File: config.mk
export PLATFORM = sky130hd
export DESIGN_NAME = detector_link_filter_flat
export DESIGN_NICKNAME = d
export VERILOG_FILES = /design/src/rtl/detector_link_filter_pkg.sv /design/src/rtl/detector_link_filter_if.sv /design/src/rtl/detector_link_filter_watchdog.sv /design/src/rtl/detector_link_filter.sv /design/src/flat_wrapper.sv
export SDC_FILE = /design/constraint.sdc
export NUM_CORES = 1
export LEC_CHECK = 0
export CAP_MARGIN = 20
export CORE_UTILIZATION = 40
export DETAILED_ROUTE_END_ITERATION = 10
export PLACE_DENSITY = 0.57
export SYNTH_ARGS = -nofsm -noshare
export SYNTH_HDL_FRONTEND = slang
export SYNTH_SLANG_ARGS = --single-unit
File: constraint.sdc
create_clock -name clk -period 2.74 [get_ports clk]
set_input_delay 0.822 -clock clk [delete_from_list [all_inputs] [get_ports clk]]
set_output_delay 0.822 -clock clk [all_outputs]
set_load 0.01 [all_outputs]
File: src/rtl/detector_link_filter_pkg.sv
// Shared types and constants for the detector link filter.
package detector_pkg;

  typedef enum logic [1:0] {
    LINK_DOWN = 2'd0,
    SYNCING   = 2'd1,
    LINK_UP   = 2'd2
  } link_state_t;

  localparam logic [3:0] DET_SAFE = 4'b1111;

  localparam int unsigned DET_FRONT = 0;
  localparam int unsigned DET_LEFT  = 1;
  localparam int unsigned DET_RIGHT = 2;
  localparam int unsigned DET_BACK  = 3;

  localparam int unsigned MATCH_W = 4;
  localparam int unsigned BAD_W   = 8;

  // Received byte layout: header in the upper nibble, detector bits below.
  typedef struct packed {
    logic [3:0] hdr;
    logic [3:0] det;
  } rx_frame_t;

endpackage

File: src/rtl/detector_link_filter_if.sv
// Byte stream from the UART receiver into the detector link filter.
interface detector_link_filter_if;
  logic [7:0] rx_data;
  logic       rx_valid;

  modport master (output rx_data, output rx_valid);
  modport slave  (input  rx_data, input  rx_valid);
endinterface

File: src/rtl/detector_link_filter_watchdog.sv
// Link watchdog: counts cycles since the last valid frame and flags expiry.
module link_watchdog #(
  parameter int unsigned TIMEOUT_CYCLES = 10_000_000
) (
  input  logic clk,
  input  logic rst,
  input  logic kick,
  output logic timeout
);

  localparam int unsigned W = (TIMEOUT_CYCLES > 2) ? $clog2(TIMEOUT_CYCLES) : 1;
  localparam logic [W-1:0] LAST = W'(TIMEOUT_CYCLES - 1);

  logic [W-1:0] cnt_q, cnt_d;

  // timeout is high while the count sits at its last value; a kick on that
  // edge takes priority in the consumer, so the link survives.
  always_comb begin
    cnt_d = cnt_q + W'(1);
    if (kick || cnt_q == LAST) cnt_d = '0;
  end

  always_ff @(posedge clk or negedge rst) begin
    if (!rst) begin
      cnt_q   <= '0;
      timeout <= 1'b0;
    end else begin
      cnt_q   <= cnt_d;
      timeout <= (cnt_d == LAST);
    end
  end

endmodule

File: src/rtl/detector_link_filter.sv
// Header check, frame debounce and link supervision for the detector byte.
// Optional DETECTOR_EDGE_EN adds det_rise, a per-bit 0->1 pulse output.
module detector_link_filter
  import detector_pkg::*;
#(
  parameter logic [3:0]  HDR            = 4'b0000,
  parameter int unsigned STABLE_FRAMES  = 3,
  parameter int unsigned TIMEOUT_CYCLES = 10_000_000
) (
  input  logic                   clk,
  input  logic                   rst,
  detector_link_filter_if.slave  rx,
  output logic                   front_detector,
  output logic                   left_detector,
  output logic                   right_detector,
  output logic                   back_detector,
  output logic                   link_up,
  output logic [BAD_W-1:0]       bad_frame_cnt
`ifdef DETECTOR_EDGE_EN
  ,
  output logic [3:0]             det_rise
`endif
);

  localparam logic [MATCH_W-1:0] STABLE_N = MATCH_W'(STABLE_FRAMES);

  link_state_t        state_q, state_d;
  logic [3:0]         det_q, det_d;
  logic [3:0]         cand_q, cand_d;
  logic [MATCH_W-1:0] match_q, match_d;
  logic [BAD_W-1:0]   bad_q, bad_d;
  logic               up_q, up_d;
  rx_frame_t          frame;
  logic               valid_frame, bad_frame, timeout;

  assign frame       = rx_frame_t'(rx.rx_data);
  assign valid_frame = rx.rx_valid && (frame.hdr == HDR);
  assign bad_frame   = rx.rx_valid && (frame.hdr != HDR);

  link_watchdog #(.TIMEOUT_CYCLES(TIMEOUT_CYCLES)) u_watchdog (
    .clk     (clk),
    .rst     (rst),
    .kick    (valid_frame),
    .timeout (timeout)
  );

  always_comb begin
    state_d = state_q;
    det_d   = det_q;
    cand_d  = cand_q;
    match_d = match_q;
    bad_d   = bad_q;

    if (bad_frame && bad_q != '1) bad_d = bad_q + BAD_W'(1);

    if (valid_frame) begin
      if (frame.det == cand_q && match_q != '0) begin
        match_d = (match_q == STABLE_N) ? STABLE_N : match_q + MATCH_W'(1);
      end else begin
        cand_d  = frame.det;
        match_d = MATCH_W'(1);
      end
      // A qualifying frame loads the outputs from any state.
      if (match_d == STABLE_N) begin
        state_d = LINK_UP;
        det_d   = cand_d;
      end else if (state_q == LINK_DOWN) begin
        state_d = SYNCING;
      end
    end else if (timeout && state_q != LINK_DOWN) begin
      state_d = LINK_DOWN;
      det_d   = DET_SAFE;
      cand_d  = '0;
      match_d = '0;
    end

    up_d = (state_d == LINK_UP);
  end

  always_ff @(posedge clk or negedge rst) begin
    if (!rst) begin
      state_q <= LINK_DOWN;
      det_q   <= DET_SAFE;
      cand_q  <= '0;
      match_q <= '0;
      bad_q   <= '0;
      up_q    <= 1'b0;
    end else begin
      state_q <= state_d;
      det_q   <= det_d;
      cand_q  <= cand_d;
      match_q <= match_d;
      bad_q   <= bad_d;
      up_q    <= up_d;
    end
  end

`ifdef DETECTOR_EDGE_EN
  always_ff @(posedge clk or negedge rst) begin
    if (!rst) det_rise <= '0;
    else      det_rise <= det_d & ~det_q;
  end
`endif

  assign front_detector = det_q[DET_FRONT];
  assign left_detector  = det_q[DET_LEFT];
  assign right_detector = det_q[DET_RIGHT];
  assign back_detector  = det_q[DET_BACK];
  assign link_up        = up_q;
  assign bad_frame_cnt  = bad_q;

endmodule

File: src/flat_wrapper.sv
// flat-port wrapper written by rule: the top's interface ports become plain ports
module detector_link_filter_flat import detector_pkg::*;
#(
  parameter logic [3:0]  HDR            = 4'b0000,
  parameter int unsigned STABLE_FRAMES  = 3,
  parameter int unsigned TIMEOUT_CYCLES = 10_000_000
)
  (clk, rst, front_detector, left_detector, right_detector, back_detector, link_up, bad_frame_cnt, rx_rx_data, rx_rx_valid);
  detector_link_filter_if rx_i ();
  input  logic clk;
  input  logic rst;
  output logic front_detector;
  output logic left_detector;
  output logic right_detector;
  output logic back_detector;
  output logic link_up;
  output logic [BAD_W-1:0] bad_frame_cnt;
  input wire logic [$bits(rx_i.rx_data)-1:0] rx_rx_data;
  input wire logic [$bits(rx_i.rx_valid)-1:0] rx_rx_valid;
  assign rx_i.rx_data = rx_rx_data;
  assign rx_i.rx_valid = rx_rx_valid;
  detector_link_filter #(.HDR(HDR), .STABLE_FRAMES(STABLE_FRAMES), .TIMEOUT_CYCLES(TIMEOUT_CYCLES)) u_core (.clk(clk), .rst(rst), .rx(rx_i), .front_detector(front_detector), .left_detector(left_detector), .right_detector(right_detector), .back_detector(back_detector), .link_up(link_up), .bad_frame_cnt(bad_frame_cnt));
endmodule
; ---- Word-level counts from Yosys, hierarchy flattened
; Index checks and enable logic that the tools add are counted.
[classes]
addsub = 3
muxes = 15
eq_ne = 8
reduce_logical = 13
[ops]
columns = op, count
row1 = 24-bit equality test (second input constant), 2
row2 = 4-bit 2-to-1 mux, 10
row3 = 24-bit by 1-bit adder with 24-bit output (second input constant), 1
row4 = 24-bit 2-to-1 mux, 1
row5 = 8-bit by 1-bit adder with 8-bit output (second input constant), 1
row6 = 4-bit by 2-bit equality test with 1-bit output (second input constant), 2
row7 = 2-bit 2-to-1 mux, 4
row8 = 8-bit != test (second input constant), 1
row9 = 4-bit nonzero test, 2
row10 = 1-bit logical AND, 5
row11 = 4-bit by 1-bit adder with 4-bit output (second input constant), 1
row12 = 4-bit equality test, 1
row13 = 4-bit logical NOT, 1
row14 = 2-bit nonzero test, 2
row15 = 2-bit equality test (second input constant), 1
row16 = 2-bit logical NOT, 1
row17 = 2-bit by 1-bit != test with 1-bit output (second input constant), 1
row18 = 2-bit AND reduction, 1
row19 = 1-bit logical OR, 1
[word_totals]
input_bits = 11
regBits = 48
output_inout_bits = 13
word_cells = 47

; ---- Depth between registers and ports, before layout
[logic_depth]
word_depth = 8
mapped_depth = 7
mapped_depth_nobuf = 7

; ---- By module
; A second synthesis with hierarchy kept.
[hier_totals]
hier_cells = 277
area_unflattened_um2 = 2661.3
[by_module_without_submodules]
columns = module, instances, cells_each, seq_area_each_um2, area_each_um2
row1 = link_watchdog, 1, 153, 625.6, 1451.4
row2 = detector_link_filter, 1, 124, 580.6, 1209.9

; ---- Worst setup path before layout
; OpenSTA, ideal clock, no wires.
[synth_timing]
path_type = input to register
startpoint = input rx_rx_data[5]
endpoint = register u_core.state_q[0]
path_slack_ns = 0.517
path_buffers = 0
setup_time_ns = 0.119
arrival_ns = 2.104
cell_stages = 5
t_required_ns = 2.621
cell_sequence = nor4_1 > nand2_1 > nor2_1 > nand2_1 > and2_1
[synth_between]
elab_chain_len = 3
[synth_rtl]
columns = element, line_no
row1 = start: declaration, flat_wrapper.sv:18  ; input wire logic [$bits(rx_i.rx_data)-1:0] rx_rx_data;
row2 = 4-bit logical NOT, detector_link_filter.sv:37  ; assign valid_frame = rx.rx_valid && (frame.hdr == HDR);
row3 = 1-bit logical AND, detector_link_filter.sv:37
row4 = 2-bit 2-to-1 mux, detector_link_filter.sv:56  ; if (valid_frame) begin
row5 = via u_core.state_d[0], detector_link_filter.sv:27  ; link_state_t state_q, state_d;
row6 = end signal: assignment, detector_link_filter.sv:89  ; state_q <= state_d;
row7 = end: declaration, detector_link_filter.sv:27
; The timed path passes the listed nets, and every way through them passes these cells.
; A chain may end at the register's enable or synchronous reset.

; ---- Worst setup path in the final report
; Ends and elaborated chain as after synthesis.

==> flow_summary.ini <==
[status]
outcome = finished, final reports clean

[worst_setup_path]
cp.arrival_ns = 2.58
critPathRequiredTime_ns = 2.94
crit_type = primary input to flip-flop
end_kind = flip-flop
critPathLaunchType = primary input
path_max_fanout = 7

[power]
p_leak_uw = 0.00131
p_total_uw = 1810
worst_ir_drop_vdd_mv = 0.331
power-per-cell-area_nw_per_um2 = 605

[sta]
max_freq_mhz = 419
setup_slack_ns = 0.355
finClkSkew_ns = 0.0104
hold_violations = 0
worst_slew_pin_slew_ns = 0.587
rsz0062_at_grt = no
relSlewSlack_pct = 60.4
period_minus_slack_ns = 2.39
finalCritPeriodShare_pct = 87.0
slew_viol_final = 0
fin_tns_setup_ns = 0
setup_viol = 0
holdWs_ns = 0.485

[run]
cap_viol_max_count = 0

[global_route]
overflow = 0
grt_pass1_wl_mm = 8.83
antenna_found_initial = 0
grt_use_total_pct = 17.4
grt_pass1_vias = 1902
grt_max_degree = 26

[floorplanning]
pin_count = 24
rows = 28
initial_utilization_pct = 42.0
dieArea_sq_um = 6620
dieHeight_um = 81.4
core-area_sq_um = 5990
die_x_um = 81.4

[clocking]
insertion_delay_ns = 0.30
ctsLongestPathBuffers = 2
cts_buffers = 5
clk_pin_slew_worst_paths_ns = 0.10
cts_resized = 0
cts-root-buf = clkbuf_8
cts_tree = yes
clock-sinks = 48
cts_hold_buf = 0
cts_htree_levels = 2
cts_setup_buffers = 0

[synthesis]
synthTopCellsByArea = dfrtp_1 44%, xnor2_1 6.6%, nor2_1 5.8%
ys_ff_latch = 48
syn_area_sq_um = 2520
syn_area_per_cell_sq_um = 9.54
synth_cells = 264
synth_top_area_cell = dfrtp_1
ys_seq_area_share_pct = 47.9
ys_warn_count = 0
ys_types = 42
synth_top_area_share_pct = 43.7
synth_nets = 279

[drt]
drtPass1Iterations = 6
drc = 0
postRouteAntennaNets = 0
drtIter0Drc = 77
wl_per_cell_um = 13.7
dr_total_vias = 1979
viasPerCell = 5.29
wl_mm = 5.12

[placed_design]
dp_slack_ns = 0.0157
hpwl_mm = 3.79
gp_congestion = 0.776
port_buffers = 23

[worst_hold_path]
hold_path.class = flip-flop to flip-flop

[layout]
antenna_cells = 0
area_growth_pct = 18.5
nets = 313
drive_above_1_share_pct = 10.4
logic make-up (layout without fill, tap and decap cells):
| family | after synthesis | after routing | share of synthesized area (%) |
|---|---|---|---|
| flops | 48 | 48 | 47.9 |
| simple gates | 128 | 128 | 27.0 |
| compound gates | 27 | 27 | 6.71 |
| mux | 5 | 5 | 2.04 |
| fa+ha+maj | 4 | 4 | 1.99 |
| xor+xnor | 33 | 33 | 11.5 |
| buf+inv | 19 | 54 | 2.93 |
area by class of cell:
| class | instances | area (sq um) |
|---|---|---|
| clock buffer | 5 | 68.8 |
| clock inverter | 3 | 23.8 |
| fill | 565 | 3010 |
| inverter | 12 | 45.0 |
| multi-input combinational | 197 | 1240 |
| sequential | 48 | 1210 |
| tap | 75 | 93.8 |
| timing repair buffer | 34 | 308 |
synthesized netlist by cell type:
| library cell | number |
|---|---|
| and2_0 | 1 |
| o31ai_2 | 1 |
| clkbuf_1 | 5 |
| nor4_1 | 4 |
| nor4b_1 | 2 |
| and2_1 | 2 |
| nor4_4 | 1 |
| a22oi_1 | 1 |
| nand2_4 | 1 |
| nor3_1 | 3 |
| nor2b_1 | 3 |
| nand2_1 | 21 |
| or4_1 | 1 |
| a32o_1 | 1 |
| xor2_1 | 14 |
| dfstp_2 | 4 |
| or2_2 | 1 |
| a21oi_1 | 7 |
| mux2i_1 | 4 |
| o32ai_1 | 1 |
| ha_1 | 4 |
| nor4_2 | 1 |
| nand3_1 | 18 |
| and4_1 | 3 |
| nand4_1 | 12 |
| a311oi_1 | 1 |
| buf_2 | 2 |
| or3_1 | 2 |
| nor3b_1 | 3 |
| inv_1 | 12 |
| mux2_2 | 1 |
| nand3_2 | 1 |
| a21o_1 | 1 |
| o21ai_0 | 11 |
| nor4bb_1 | 2 |
| dfrtp_1 | 44 |
| xnor2_1 | 19 |
| a31oi_1 | 1 |
| a311o_1 | 1 |
| nor2_1 | 39 |
| and3_1 | 7 |
| o211ai_1 | 1 |
sequential cells by signal, indices dropped and copies added, names as in the netlist:
name,flops
u_core.det_q,4
u_core.u_watchdog.cnt_q,24
u_core.cand_q,4
u_core.link_up,1
u_core.bad_frame_cnt,8
u_core.u_watchdog.timeout,1
u_core.match_q,4
u_core.state_q,2
worst paths after layout:
path / start / end / slack [ns] / depth (start not counted)
worst max-delay path: rx_rx_data[5] / u_core.state_q[0] / 0.35 / 6
worst min-delay path: u_core.state_q[0] / u_core.link_up / 0.48 / 1
worst max register to register: u_core.u_watchdog.cnt_q[8] / u_core.u_watchdog.timeout / 0.57 / 6
worst min register to register: u_core.state_q[0] / u_core.link_up / 0.48 / 1
max in group asynchronous: rst / u_core.det_q[3] / 1.56 / 2
min in group asynchronous: rst / u_core.bad_frame_cnt[5] / 0.51 / 1
worst max-delay path, stage by stage:
cell,delay [ns]
clkdlybuf4s50_1,0.40
nor4_1,0.43
nand2_1,0.23
nor2_1,0.23
nand2_1,0.25
and2_1,0.22
routing by layer:
layer	up-vias	track usage (%)	routed length (um)	share of wire, %
li1	986	-	-	-
met1	943	22.9	2460	48
met2	48	29.0	2420	47
met3	2	3.48	211	4.1
met4	0	4.29	26	0.51
met5	-	0	0	0
power breakdown:
part           switching, uW  total [uW]  leakage, uW  internal (uW)
Combinational            207         423     0.000653            216
Clock                    248         429    0.0000404            181
Sequential               133         954     0.000621            821
Total                    588        1810      0.00131           1220
through the flow:
| stage | util (%) | instance area (sq um) | cells |
|---|---|---|---|
| after floorplan | - | 2520 | 264 |
| after global placement | 48.3 | 2890 | 366 |
| after detailed placement | 48.3 | 2890 | 366 |
| after CTS | 49.8 | 2980 | 374 |
| after global routing | 49.8 | 2980 | 374 |
| final | 49.8 | 2980 | 374 |
placed cells by master (no fill, tap or decap), types with 12 or more instances in the layout:
| cell | Yosys | layout |
|---|---|---|
| nand2_1 | 21 | 21 |
| dfrtp_1 | 44 | 44 |
| nor2_1 | 39 | 39 |
| clkdlybuf4s50_1 | 0 | 22 |
| xnor2_1 | 19 | 19 |
| nand4_1 | 12 | 12 |
| inv_1 | 12 | 12 |
| nand3_1 | 18 | 18 |
| xor2_1 | 14 | 14 |
Power figures use the tool's default switching activity.
